`src/rtl/pmem_arbiter.sv`:
```
// Shares one pmem line port between I-cache and D-cache; grant one cycle after request, resp same cycle as mem_resp.
// Ungranted side waits indefinitely (resp held 0); define PMEM_ARB_ROUND_ROBIN_EN for round-robin ties, else D wins.
module pmem_arbiter #(
  parameter int LINE_WIDTH = 256,
  parameter int ADDR_WIDTH = 32
) (
  input  logic                  clk,
  input  logic                  rst_n,
  input  logic                  i_pmem_read,
  input  logic [ADDR_WIDTH-1:0] i_pmem_addr,
  output logic [LINE_WIDTH-1:0] i_pmem_rdata,
  output logic                  i_pmem_resp,
  input  logic                  d_pmem_read,
  input  logic                  d_pmem_write,
  input  logic [ADDR_WIDTH-1:0] d_pmem_addr,
  input  logic [LINE_WIDTH-1:0] d_pmem_wdata,
  output logic [LINE_WIDTH-1:0] d_pmem_rdata,
  output logic                  d_pmem_resp,
  output logic                  mem_read,
  output logic                  mem_write,
  output logic [ADDR_WIDTH-1:0] mem_addr,
  output logic [LINE_WIDTH-1:0] mem_wdata,
  input  logic [LINE_WIDTH-1:0] mem_rdata,
  input  logic                  mem_resp
);

  typedef enum logic [1:0] {IDLE, I_BUSY, D_BUSY} state_t;

  state_t state, state_nxt;
  logic   last_grant, last_grant_nxt;
  logic   i_req, d_req, tie_grant_d;

  assign i_req = i_pmem_read;
  assign d_req = d_pmem_read | d_pmem_write;

`ifdef PMEM_ARB_ROUND_ROBIN_EN
  // On a tie, hand the port to whichever side did not have it last.
  assign tie_grant_d = ~last_grant;
`else
  assign tie_grant_d = 1'b1;
`endif

  // Read data is broadcast; caches qualify it with their own resp.
  assign i_pmem_rdata = mem_rdata;
  assign d_pmem_rdata = mem_rdata;
  assign mem_wdata    = d_pmem_wdata;

  always_ff @(posedge clk or negedge rst_n) begin
    if (!rst_n) begin
      state      <= IDLE;
      last_grant <= 1'b0;
    end else begin
      state      <= state_nxt;
      last_grant <= last_grant_nxt;
    end
  end

  always_comb begin
    state_nxt      = state;
    last_grant_nxt = last_grant;
    mem_read       = 1'b0;
    mem_write      = 1'b0;
    mem_addr       = i_pmem_addr;
    i_pmem_resp    = 1'b0;
    d_pmem_resp    = 1'b0;
    case (state)
      IDLE: begin
        if (d_req && (!i_req || tie_grant_d)) begin
          state_nxt      = D_BUSY;
          last_grant_nxt = 1'b1;
        end else if (i_req) begin
          state_nxt      = I_BUSY;
          last_grant_nxt = 1'b0;
        end
      end
      I_BUSY: begin
        mem_read    = i_pmem_read;
        i_pmem_resp = mem_resp;
        if (mem_resp) state_nxt = IDLE;
      end
      D_BUSY: begin
        mem_addr    = d_pmem_addr;
        mem_write   = d_pmem_write;
        mem_read    = d_pmem_read & ~d_pmem_write;
        d_pmem_resp = mem_resp;
        if (mem_resp) state_nxt = IDLE;
      end
      default: state_nxt = IDLE;
    endcase
  end

endmodule

```
`config.mk`:
```
export PLATFORM = sky130hd
export DESIGN_NAME = pmem_arbiter
export DESIGN_NICKNAME = d
export VERILOG_FILES = /design/src/rtl/pmem_arbiter.sv
export SDC_FILE = /design/constraint.sdc
export NUM_CORES = 1
export LEC_CHECK = 0
export BUFFER_PORTS_ARGS = -buffer_cell sky130_fd_sc_hd__buf_2
export CORE_AREA = 2 2 539 541
export CTS_BUF_LIST = sky130_fd_sc_hd__clkbuf_16
export CTS_CLUSTER_DIAMETER = 150
export DETAILED_ROUTE_END_ITERATION = 16
export DIE_AREA = 0 0 541 543
export PLACE_DENSITY = 0.3
export SLEW_MARGIN = 40
export SYNTH_ARGS = -nofsm -noshare
export SYNTH_HDL_FRONTEND = slang
export SYNTH_SLANG_ARGS = --single-unit
```
`constraint.sdc`:
```
create_clock -name clk -period 2.5 [get_ports clk]
set_input_delay 0.25 -clock clk [delete_from_list [all_inputs] [get_ports clk]]
set_output_delay 0.25 -clock clk [all_outputs]
set_load 0.02 [all_outputs]
```
**Word-level counts from Yosys, hierarchy flattened**

Cells that the tools add are included.

- Output and inout port bits: 804
- Latch bits: 0
- Memories kept: 0
- Bits in read-only memories: 0
- Logic and storage cells: 20
- Bits in writable memories: 0
- Bits of input ports: 582
- Bits in registers: 2

- Equality and inequality tests: 4
- Div/mod/pow operators: 0
- $add $sub $neg: 0
- Multiply operators: 0
- Shift operators: 0
- Reduce and logical (&&, ||, !) cells: 3
- Magnitude comparators: 0
- Mux-type cells: 9
- Bitwise gates (word level): 3

Operators by type and width:

| cell | number |
|---|---|
| $mux W32 | 1 |
| $mux W2 | 3 |
| $pmux W2 S2 | 1 |
| $mux W1 | 3 |
| $ne A3 B3 Y1 const B | 1 |
| $eq A2 B1 Y1 const B | 1 |
| $eq A2 B2 Y1 const B | 1 |
| $logic_not A2 Y1 | 1 |
| $ne A2 B1 Y1 const B | 1 |
| $pmux W1 S2 | 1 |
| $reduce_and A2 Y1 | 1 |
| $reduce_or A2 Y1 | 1 |
| $and A1 B1 Y1 | 1 |
| $not A1 Y1 | 1 |
| $or A1 B1 Y1 | 1 |

**Logic depth before layout (Yosys ltp)**

- Word-level depth: 4
- Mapped depth: 6
- Gate-level depth less buffers: 5

**Worst setup path before layout**

No wires, ideal clock.

- Path kind: reg2out
- From: register state[0]
- To: output mem_read
- Path slack: 917 ps
- Path buffers: 2
- Data required time: 2250 ps
- Stages on the path, launching flop included: 7
- Arrival: 1333 ps
- Path through: dfrtp_1 > inv_1 > ha_1 > buf_6 > buf_8 > nand3b_1 > a21boi_1

- Cells in the longest elaborated chain, start to end: 2
- Elaborated cells between the ends (all ways): 3
- Those cells by class: eq/ne (2); mux (1)

Ends and longest elaborated chain:

| element | line | source |
|---|---|---|
| from (decl) | 29 | `state_t state, state_nxt;` |
| from (signal assigned) | 53 | `state <= state_nxt;` |
| $eq A2 B2 Y1 or $eq A2 B1 Y1 (tied branches) | 66 | `case (state)` |
| $pmux W1 S2 * | 66 |  |
| to (decl) | 19 | `output logic mem_read,` |

Mark *: on every way between the ends. The rest lies on a longest branch, timed or not.

**Worst setup path after layout**

Ends and elaborated chain as after synthesis.

==> key figures <==
Outcome
  • Outcome: finished, final reports clean

STA
  • Hold WS: 342 ps
  • # setup viols final: 0
  • RSZ-0062 raised after global routing: no
  • Setup Skew: 3.09 ps
  • Slew Limit Headroom: 73.2%
  • Tmin final: 2120 ps
  • Fin. max-slew vios: 0
  • Upper clock frequency limit: 471 MHz
  • Fin crit share: 85.0%
  • Final hold violation count: 0
  • Least-Margin Pin Slew: 405 ps
  • Setup tns final: 0 ps

Min path
  • Hold Crit Class: in2reg
  • Hold_sp: i_pmem_read
  • Worst Hold Depth: 3
  • Hold Crit Endpoint: state[0]$_DFFE_PN0P_

Yosys
  • Multiplexer share of the synthesized area: 7.13%
  • Syn Inst Count: 826
  • Syn Std Cell Area: 6470 µm²
  • Synth Area in Compound Gates: 0.522%
  • Primary FF master, synth: dfrtp_1
  • Largest family of logic cells by synthesized area: buffers and inverters
  • Synthesized net count: 1411
  • Top-count cell post-synth: buf_4
  • Register area share after synthesis: 0.773%
  • Area contributors post-synth: buf_4, mux2_4, mux2_2, dfrtp_1, buf_12
  • Mean Syn Cell Area: 7.84 µm²
  • Ys async rst share: 100%
  • Synth Area in Simple Gates: 0.715%
  • Synth area leader: buf_4
  • Commonest cells in the netlist: buf_4, mux2_4, mux2_2
  • Synth top area share: 89.1%
  • YS warnings: 0
  • #FFs+latches synth: 2
  • Post-Synth XOR/XNOR Area: 0%
  • Unique masters post-synth: 19
  • Post-Synth Adder-Cell Area: 0.580%
  • Post-synth EDFFs: 0

Global route
  • Initial antenna violation count: 61
  • Total gr overflow: 0
  • Gr usage total: 10.9%
  • Vias in the first global route: 2839
  • First-pass GRT wire length: 175000 µm
  • Largest net degree at the start of global routing: 26

Layout
  • Most flops, register: state
  • Largest register FFs: 2
  • Final cell count without fillers: 3959
  • Synthesis-to-layout area growth: -6.61%
  • Largest registers: state: 2 flops
  • NumNets Final: 752
  • Fraction of layout cells with a size suffix above 1: 86.7%
  • Post-route cell area: 6040 µm²

Clock tree
  • # hold bufs at CTS: 1
  • Root Buffer Master: clkbuf_16
  • H-tree Lvls: 1
  • Clock slew at reported path FFs: 30 ps
  • CTS resizes: 0
  • Setup bufs post-CTS: 0
  • CTS tree: yes
  • Maximum clock insertion buffer count: 2
  • Clock sink total: 2
  • Worst-Skew Late Latency: 220 ps
  • Cts bufs inserted: 3

Pwr
  • Pwr/cell area: 292 nW/µm²
  • Cell leakage power: 0.000787 µW
  • Peak VDD IR: 265 µV
  • Overall power: 1760 µW

Critical path
  • RR Startpoint: state[0]$_DFFE_PN0P_
  • Reg2reg setup slack: 1050 ps
  • Reg2reg end: state[1]$_DFFE_PN0P_
  • R2R depth: 5
  • Worst Path Required: 2250 ps
  • Data arrival time of the critical path: 1870 ps
  • CP Launch Type: flop
  • Critical Path Fanout Max: 10
  • Setup crit end kind: output port
  • Crit Path Class: reg2out
  • Crit. Startpoint: state[0]$_DFFE_PN0P_

Routing
  • Final routed DRC violation total: 0
  • Routed wire length per instance: 42.4 µm
  • Routed length on met3: 69300 µm
  • Highest Signal Layer: met5
  • Post-DRT Antenna Nets: 0
  • Drt first-iter violations: 222
  • Sum of routed wire length over all layers: 168000 µm
  • Routed wl met2: 69100 µm
  • Pre-antenna DRT Iters: 4
  • Met1 wire length: 20600 µm
  • Post-DR vias/cell: 0.768
  • DR vias: 3039

Die
  • # IOs: 1386
  • Initial core utilization: 2.25%
  • Core Area: 287000 µm²
  • Die ar.: 294000 µm²
  • Die height: 543 µm
  • FP Rows: 197
  • Die width: 541 µm

Run
  • Total of max-cap violations: 0

Placement
  • Placed cells: 3942
  • Post-DP Area: 5930 µm²
  • PortBufs: 105
  • Placer congestion estimate: 0.760
## per-stage QoR
step	setup WS, ps	util [%]
floorplan	917	-
global placement	537	2.06
detailed placement	476	2.06
CTS	239	2.09
global route	163	2.09
finish	375	2.10
## final cells by class
class	instances	area, µm²
Multi-Input combinational cell	49	582
Inverter	3	11.3
Tap cell	3781	4730
Clock buffer	3	75.1
Sequential cell	2	50.0
Timing Repair Buffer	108	563
Fill cell	34500	281000
Antenna cell	13	32.5
## how the worst max path moves through the flow
stage	end	slack [ps]	cells after the start
floorplan	mem_read	920	6
global placement	mem_read	540	6
detailed placement	mem_read	480	6
CTS	mem_read	240	6
global route	mem_read	160	6
finish	mem_read	380	6
## power by group
part           internal, µW  switching [µW]
Sequential             48.5            12.6
Clock                   203            34.9
Combinational           608             857
## critical path: stages (launching register included)
cell and delay [ps]:
dfrtp_1 390, inv_1 120, ha_2 220, buf_4 250, nand3b_1 110, a21boi_1 160
buf_2 380
## kinds of logic after synthesis
family,Yosys count
AOI/OAI and AO/OA,6
buffers and inverters,775
adders and majority gates,3
DFF,2
muxes,32
and+or+nand+nor,8
## routing by layer
metal  up-vias  GRT usage, %
li1        443             -
met1       799          3.93
met2      1413          16.0
met3       372          21.0
met4        12          4.24
met5         -          1.51
## cell usage in the layout, fill, tap and decap left out
| cell | Yosys | final |
|---|---|---|
| mux2_2 | 5 | 5 |
| ha_1 | 3 | 2 |
| and2_1 | 3 | 3 |
| buf_4 | 768 | 1 |
| buf_12 | 2 | 1 |
| nor2_1 | 1 | 1 |
| a21oi_1 | 3 | 3 |
| ha_2 | 0 | 1 |
| dfrtp_1 | 2 | 2 |
| nand2_1 | 1 | 1 |
| mux2_4 | 27 | 27 |
| o21ai_0 | 1 | 1 |
| nor2b_1 | 1 | 1 |
| o22ai_1 | 1 | 1 |
| nand2b_1 | 1 | 1 |
| inv_1 | 3 | 3 |
| nand3b_1 | 1 | 1 |
| a21boi_1 | 1 | 1 |
| clkbuf_16 | 0 | 3 |
| buf_2 | 0 | 105 |
| dlygate4sd3_1 | 0 | 1 |
| diode_2 | 0 | 13 |
No activity file was read; power rests on OpenSTA's default activity.
